<file path="src/rtl/fifo_wr_arb.sv">
// Round-robin write arbiter: N burst requesters share one FIFO write port, one tenure at a time.
// Latency: 1 cycle from an accepted beat to the registered fifowr/fifodin; one idle cycle per arbitration.
// Backpressure: a grant is given only while the FIFO has room, counting the in-flight write; flsh aborts.
module fifo_wr_arb #(
    parameter int NREQ     = 4,
    parameter int WIDTH    = 8,
    parameter int ADDR     = 4,
    parameter int MAXBURST = 4
) (
    input  logic                  clk,
    input  logic                  rst,
    input  logic [NREQ-1:0]       req,
    input  logic [NREQ*WIDTH-1:0] din,
    input  logic [NREQ-1:0]       last,
    output logic [NREQ-1:0]       gnt,
    input  logic                  flsh,
    input  logic [ADDR:0]         fifolen,
    output logic                  fifowr,
    output logic [WIDTH-1:0]      fifodin,
    output logic                  fifoflsh,
    output logic [2:0]            owner,
    output logic                  busy,
    output logic                  abort
);

    localparam int              LENGTH   = 1 << ADDR;
    localparam logic [ADDR+1:0] LENGTH_W = (ADDR+2)'(LENGTH);
    localparam logic [ADDR:0]   MAXB_W   = (ADDR+1)'(MAXBURST);
    localparam logic [3:0]      NREQ_W   = 4'(NREQ);
    localparam logic [2:0]      LAST_IDX = 3'(NREQ - 1);

    typedef enum logic {IDLE, XFER} state_t;

    state_t           state_q, state_d;
    logic [2:0]       owner_q, owner_d;
    logic [2:0]       rr_ptr_q, rr_ptr_d;
    logic [ADDR:0]    cnt_q, cnt_d;
    logic             fifowr_q, fifowr_d;
    logic [WIDTH-1:0] fifodin_q, fifodin_d;
    logic             fifoflsh_q, fifoflsh_d;
    logic             abort_q, abort_d;

    logic             own_req;
    logic             own_last;
    logic [WIDTH-1:0] own_din;
    logic [ADDR+1:0]  occupancy;
    logic             space_ok;
    logic             accept;
    logic [2:0]       next_ptr;
    logic [ADDR:0]    cnt_inc;

    logic [2*NREQ-1:0] req_rot;
    logic [2:0]        arb_off;
    logic [3:0]        arb_sum;
    logic [2:0]        arb_idx;
    logic              arb_hit;

    // The write registered last cycle is not yet reflected in fifolen.
    assign occupancy = {1'b0, fifolen} + {{(ADDR+1){1'b0}}, fifowr_q};
    assign space_ok  = occupancy < LENGTH_W;
    assign next_ptr  = (owner_q == LAST_IDX) ? 3'd0 : owner_q + 3'd1;
    assign cnt_inc   = cnt_q + 1'b1;

    always_comb begin
        own_req  = 1'b0;
        own_last = 1'b0;
        own_din  = '0;
        for (int i = 0; i < NREQ; i++) begin
            if (owner_q == 3'(i)) begin
                own_req  = req[i];
                own_last = last[i];
                own_din  = din[i*WIDTH +: WIDTH];
            end
        end
    end

    // Rotate so bit 0 is the requester at rr_ptr, then take the first set bit.
    always_comb begin
        req_rot = {req, req} >> rr_ptr_q;
        arb_off = '0;
        arb_hit = 1'b0;
        for (int i = NREQ - 1; i >= 0; i--) begin
            if (req_rot[i]) begin
                arb_off = 3'(i);
                arb_hit = 1'b1;
            end
        end
        arb_sum = {1'b0, rr_ptr_q} + {1'b0, arb_off};
        arb_idx = (arb_sum >= NREQ_W) ? 3'(arb_sum - NREQ_W) : arb_sum[2:0];
    end

    always_comb begin
        state_d  = state_q;
        owner_d  = owner_q;
        rr_ptr_d = rr_ptr_q;
        cnt_d    = cnt_q;
        abort_d  = 1'b0;
        accept   = 1'b0;
        case (state_q)
            IDLE: begin
                if (!flsh && arb_hit) begin
                    state_d = XFER;
                    owner_d = arb_idx;
                    cnt_d   = '0;
                end
            end
            XFER: begin
                if (flsh || !own_req) begin
                    state_d  = IDLE;
                    abort_d  = 1'b1;
                    rr_ptr_d = next_ptr;
                end else if (space_ok) begin
                    accept = 1'b1;
                    cnt_d  = cnt_inc;
                    if (own_last || cnt_inc == MAXB_W) begin
                        state_d  = IDLE;
                        abort_d  = !own_last;
                        rr_ptr_d = next_ptr;
                    end
                end
            end
            default: state_d = IDLE;
        endcase
    end

    always_comb begin
        gnt = '0;
        for (int i = 0; i < NREQ; i++) begin
            gnt[i] = accept && (owner_q == 3'(i));
        end
    end

    assign fifowr_d   = accept;
    assign fifodin_d  = accept ? own_din : fifodin_q;
    assign fifoflsh_d = flsh;

    always_ff @(posedge clk or posedge rst) begin
        if (rst) begin
            state_q    <= IDLE;
            owner_q    <= '0;
            rr_ptr_q   <= '0;
            cnt_q      <= '0;
            fifowr_q   <= 1'b0;
            fifodin_q  <= '0;
            fifoflsh_q <= 1'b0;
            abort_q    <= 1'b0;
        end else begin
            state_q    <= state_d;
            owner_q    <= owner_d;
            rr_ptr_q   <= rr_ptr_d;
            cnt_q      <= cnt_d;
            fifowr_q   <= fifowr_d;
            fifodin_q  <= fifodin_d;
            fifoflsh_q <= fifoflsh_d;
            abort_q    <= abort_d;
        end
    end

    assign fifowr   = fifowr_q;
    assign fifodin  = fifodin_q;
    assign fifoflsh = fifoflsh_q;
    assign owner    = owner_q;
    assign busy     = (state_q == XFER);
    assign abort    = abort_q;

endmodule

</file>
<file path="config.mk">
export PLATFORM = sky130hd
export DESIGN_NAME = fifo_wr_arb
export DESIGN_NICKNAME = d
export VERILOG_FILES = /design/src/rtl/fifo_wr_arb.sv
export SDC_FILE = /design/constraint.sdc
export NUM_CORES = 1
export LEC_CHECK = 0
export CORE_MARGIN = 2
export CORE_UTILIZATION = 43
export CTS_CLUSTER_DIAMETER = 40
export DETAILED_ROUTE_END_ITERATION = 16
export PLACE_DENSITY = 0.8
export SYNTH_ARGS = -nofsm -noshare
export SYNTH_HDL_FRONTEND = slang
export SYNTH_SLANG_ARGS = --single-unit
</file>
<file path="constraint.sdc">
create_clock -name clk -period 2.5 [get_ports clk]
set_input_delay 0.25 -clock clk [delete_from_list [all_inputs] [get_ports clk]]
set_output_delay 0.25 -clock clk [all_outputs]
set_load 0.05 [all_outputs]
</file>
==> impl_metrics.yaml, run 1 <==
run_status:
  status: "finished, final reports clean"
floorplanning:
  rows: 22
  die_x_um: 66.1
  start_util_pct: 44.9
  design.core.area_sq_um: 3690
  die_y_um: 66.1
  io_pins: 67
  dieArea_sq_um: 4370
cts:
  root_buffer: "clkbuf_8"
  clock_sinks: 23
  cts_htree_levels: 1
  cts_buffers: 3
  cts_buffer_depth: 2
  clk_pin_slew_ns: 0.09
  cts_tree: "done"
  worstSkewPairLatency_ns: 0.27
synthesis:
  yosysSeqAreaShare_pct: 34.7
  ys_ff_latch: 23
  ys_warn_count: 0
  post_synth_most_frequent_cells: "23 x dfrtp_1, 21 x nand2_1, 16 x a21oi_1"
  synth.most_common_cell: "dfrtp_1"
  syn_nets: 247
  ys_async_sr_fraction_pct: 100
  synth_area_leader_cell: "dfrtp_1"
  syn_inst: 191
  synth_cell_types: 52
  synth_top_cell_area_share_pct: 34.7
  synth_flop_cell: "dfrtp_1"
  synth_area_leaders: "dfrtp_1 35%, ha_1 5.3%, nor2b_1 4.9%, a21oi_1 4.8%, nand2_1 4.8%"
  synth-edff-count: 0
  netlist_area_sq_um: 1660
  avgSynthCellArea_sq_um: 8.67
power:
  p_leak_nw: 1.06
  vdd_drop_max_mv: 0.705
  cellPowerDensity_nw_per_um2: 1030
  fin_total_pwr_mw: 2.60
place:
  dp_hpwl_um: 3540
  gp_congestion: 0.953
  portBuffers: 66
route:
  via_count: 1738
  wl_um: 4590
  drtIter0Drc: 94
  wire_per_inst_um: 14.8
  post-route-drc-count: 0
  ant_nets: 0
  first_pass_iters: 4
  viasPerCell: 5.61
finish:
  drive_gt1_share_pct: 14.5
  utilization_pct: 68.4
  seq_area_sq_um: 577
  synthToLayoutAreaGrowth_pct: 52.3
  fillCellCount: 307
  nets: 319
  diodes: 0
  multi_input_area_sq_um: 996
min_path:
  hp-class: "input port to asynchronous set/reset pin"
worst_setup_path:
  required_ns: 2.25
  path_cells: "inv_1 > ha_1 > nor3b_1 > nor4_1 > nand4_1 > inv_2 > and2_1 > buf_12"
  critPathMaxStageDelay_ns: 0.43
  cp-end-kind: "output pin"
  cp-start-kind: "flop"
  crit_fanout: 7
  cpMaxStageDelayCell: "dfrtp_2"
  arrival_ns: 2.05
  critPathKind: "flop to output pin"
sta:
  period_needed_ns: 2.30
  fin_crit_sh_pct: 91.9
  holdWs_ns: 0.322
  setup_tns_ns: 0
  rsz0062_at_grt: "false"
  hold_viol: 0
  max_freq_mhz: 435
  finalClockSkew_ns: 0.00425
  final-setup-viol-count: 0
  slew_violations: 0
  maxSlewHeadroom_pct: 65.1
  worst_pin_slew_ns: 0.522
global_routing:
  antenna_found_initial: 0
  overflow: 0
  grt_max_degree: 24
  gr-usage-all-layers_pct: 22.0
  grt_pass1_vias: 1585
  grt_first_pass_wirelength_um: 7440
flow_run:
  cap_viol_max_count: 0
critical path: cells and delay by family (launching register included):
kind / cells / cell delay, ns
flip-flops: 1 / 0.43
AND/OR/NAND/NOR: 4 / 0.70
adder cells (fa/ha/maj): 1 / 0.24
buffers and inverters: 3 / 0.39
what timing repair did:
item | 4_1_cts | 5_1_grt
endpoints found under the setup margin | 0 | 5
hold buffers | 0 | 0
setup buffers | 0 | 2
resized for setup | 0 | 7
cell usage in the layout, fill, tap and decap left out, types with 4 or more instances in the layout:
master	count
a221oi_1	6
nor3_1	7
buf_4	10
inv_1	14
buf_12	4
nor2_1	4
o21ai_1	9
ha_1	4
dfrtp_1	22
o21ai_0	7
a21oi_1	16
nor2b_1	13
clkdlybuf4s50_1	62
nand2_1	21
nand3_1	4
state kept, by name, summed over array words and instances (netlist names):
name	flops
abort	1
busy	1
cnt_q	5
fifodin	8
fifoflsh	1
fifowr	1
owner	3
rr_ptr_q	3
metrics by stage:
| stage | cells | area (sq um) | setup slack [ns] |
|---|---|---|---|
| after floorplan | 191 | 1660 | 0.0421 |
| after global placement | 304 | 2440 | 0.0453 |
| after detailed placement | 304 | 2440 | -0.0791 |
| after CTS | 308 | 2490 | 0.0519 |
| after global routing | 310 | 2520 | 0.0221 |
| final | 310 | 2520 | 0.202 |
path summary, 6_finish.rpt:
kind | slack [ns] | startpoint | cells past startpoint | end
setup / recovery | 0.20 | owner[0] | 8 | gnt[2]
setup reg to reg | 0.30 | rr_ptr_q[2] | 11 | owner[2]
hold reg to reg | 0.49 | fifodin[0] | 2 | fifodin[0]
max in group asynchronous | 1.93 | rst | 3 | owner[0]
hold / removal | 0.32 | rst | 3 | abort
min in group clk | 0.49 | fifodin[0] | 2 | fifodin[0]
per-layer routing:
metal	up-vias	part of all wire (%)	track usage, %	routed length [um]
met5	-	0	0	0
met4	0	1.0	5.10	47
met3	6	8.7	4.09	401
met2	73	46	36.6	2130
met1	822	44	29.7	2020
li1	837	-	-	-
power breakdown:
group          internal (mW)  leakage, nW  switching, mW  total [mW]
Sequential             0.487        0.297          0.118       0.606
Clock                  0.111       0.0255          0.125       0.237
Combinational          0.710        0.733           1.04        1.75
Total                   1.31         1.06           1.29        2.60
kinds of logic (layout without fill, tap and decap cells):
family | count (synthesis) | after routing | share of synthesized area, %
mux | 1 | 1 | 0.680
fa+ha+maj | 8 | 8 | 6.50
compound gates | 66 | 66 | 29.1
simple gates | 68 | 68 | 22.5
flops | 23 | 23 | 34.7
buf+inv | 25 | 96 | 6.49
area by class of cell:
cell class                      count  share of cell area [%]
Clock buffer                        3                    1.64
Clock inverter                      1                   0.198
Inverter                           15                    2.23
Multi-Input combinational cell    143                    39.5
Sequential cell                    23                    22.9
Tap cell                           48                    2.38
Timing Repair Buffer               77                    31.2
Power figures use the tool's default switching activity.
==> run 2, diff against run 1 <==
GPL_TIMING_DRIVEN = 0   (was unset)
SETUP_SLACK_MARGIN = 0.5   (was unset)
==> impl_metrics.yaml, run 2 (synthesis gave the netlist of run 1 again) <==
cts:
  cts_htree_levels: 1
  cts_tree: "done"
  clk_pin_slew_ns: 0.09
  cts_buffer_depth: 2
  clock_sinks: 23
  worstSkewPairLatency_ns: 0.27
  ctsHoldBuffers: 0
  root_buffer: "clkbuf_8"
  cts_buffers: 3
floorplanning:
  rows: 22
  die_y_um: 66.1
  die_x_um: 66.1
  design.core.area_sq_um: 3690
  dieArea_sq_um: 4370
  start_util_pct: 44.9
  io_pins: 67
worst_setup_path:
  cp_common_cell: "buf_8"
  path_delay_family: "simple AND/OR/NAND/NOR gates"
  worstSetupPathDepth: 9
  path_buf_inv: 4
  cp-end-kind: "output pin"
  path_cells: "inv_4 > ha_4 > nor3b_4 > nor4_2 > nand4_1 > buf_6 > buf_8 > nor2_4 > buf_8"
  cp-start-kind: "flop"
  endpoint: "gnt[3]"
  cpMaxStageDelayCell: "dfrtp_2"
  required_ns: 2.25
  r2r-start: "rr_ptr_q[0]"
  r2r_end: "owner[1]"
  crit_fanout: 4
  arrival_ns: 2.14
  r2r_slack_ns: 0.31
  critPathMaxStageDelay_ns: 0.46
  startpoint: "owner[0]"
  critPathKind: "flop to output pin"
  rr_worst_depth: 10
finish:
  largest_register_ffs: 8
  mostFrequentLayoutCell: "clkdlybuf4s50_1"
  nets: 338
  synthToLayoutAreaGrowth_pct: 69.7
  fillCellCount: 258
  final_cell_mix: "59 x clkdlybuf4s50_1, 21 x dfrtp_1, 18 x nand2_1"
  drive_gt1_share_pct: 27.4
  diodes: 0
  fin_area_sq_um: 2810
place:
  dp_hpwl_um: 3550
  portBuffers: 66
  placed_area_sq_um: 2440
  place_ws_ns: -0.436
  gp_congestion: 0.790
power:
  p_int_mw: 1.58
  pwr-share-clk_pct: 7.9
  combPwrFrac_pct: 72.8
  cellPowerDensity_nw_per_um2: 1090
  p_switching_mw: 1.49
  swShare_pct: 48.6
  p_leak_nw: 1.18
  fin_total_pwr_mw: 3.07
  p_seq_share_pct: 19.3
  vdd_drop_max_mv: 0.717
sta:
  max_freq_mhz: 418
  worst_pin_slew_ns: 0.884
  setup_ws_ns: 0.107
  rsz0062_at_grt: "true"
  final-setup-viol-count: 0
  slew_violations: 0
  period_needed_ns: 2.39
  fin_crit_sh_pct: 95.7
  hold_viol: 0
  finalClockSkew_ns: 0.00125
  maxSlewHeadroom_pct: 41.0
  setup_tns_ns: 0
global_routing:
  grt_pass1_vias: 1824
  antenna_found_initial: 0
  gr-usage-all-layers_pct: 25.1
  grt_first_pass_wirelength_um: 8410
  grt_max_degree: 24
  overflow: 0
route:
  via_count: 1915
  wl_um: 5540
  viasPerCell: 5.82
  first_pass_iters: 4
  drtIter0Drc: 108
  ant_nets: 0
  post-route-drc-count: 0
  wire_per_inst_um: 16.8
run_status:
  status: "finished, final reports clean"
flow_run:
  cap_viol_max_count: 0
min_path:
  hp-class: "input port to asynchronous set/reset pin"
## run 2: changes by cell type in the layout (fill, tap and decap cells not counted), moves of 3 or more
cell | before | now
and2_1 | 3 | 0
dlygate4sd2_1 | 0 | 3
clkdlybuf4s50_1 | 62 | 59
ha_4 | 0 | 3
buf_8 | 0 | 6
buf_4 | 10 | 17
nand2_1 | 21 | 18
nand2_2 | 0 | 3
inv_2 | 1 | 4
and2_4 | 0 | 3
buf_12 | 4 | 0
inv_1 | 14 | 10
buf_6 | 1 | 5
## run 2: final cells by class
class | count | area, sq um | area share, %
buffer | 10 | 78.8 | 2.80
clock buffer | 3 | 41.3 | 1.47
clock inverter | 1 | 5.00 | 0.178
inverter | 15 | 58.8 | 2.09
multi-input combinational | 143 | 1130 | 40.2
sequential | 23 | 578 | 20.6
tap | 48 | 60.1 | 2.14
timing repair buffer | 86 | 860 | 30.6
## run 2: power by group through the flow
| stage | clock network, mW | registers, mW | logic (mW) |
|---|---|---|---|
| after global placement | 0 | 0.590 | 1.77 |
| after CTS | 0.240 | 0.580 | 2.01 |
| after floorplan | 0 | 0.885 | 0.976 |
| after global routing | 0.261 | 0.611 | 2.39 |
| final | 0.241 | 0.594 | 2.24 |
| after detailed placement | 0 | 0.591 | 1.78 |
## run 2: how the worst min path moves through the flow
| stage | from | to | depth (start not counted) |
|---|---|---|---|
| detailed placement | fifodin[7] | fifodin[7] | 2 |
| finish | rst | cnt_q[1] | 2 |
| global route | fifodin[3] | fifodin[3] | 2 |
| CTS | rst | abort | 2 |
| global placement | fifodin[7] | fifodin[7] | 2 |
| floorplan | rst | abort | 1 |
## run 2: routing by layer
metal,global-route usage (%),vias up,share of wire [%]
met4,7.91,0,0.99
met1,29.7,918,40
met3,4.60,9,8.4
met2,45.6,103,51
li1,-,885,-
met5,0,-,0
## run 2: what timing repair did
action	CTS	global route
cloned	0	1
resized for setup	46	22
pin swaps	14	9
buffers inserted	14	5
setup endpoints to repair	8	23
hold endpoints to repair	0	0
## run 2: per-stage QoR
stage,cells,hold slack [ns],utilization [%]
after floorplan,191,0.252,-
after global placement,305,0.468,66.2
after detailed placement,305,0.477,66.2
after CTS,323,0.489,72.0
after global routing,329,0.510,76.2
final,329,0.463,76.2
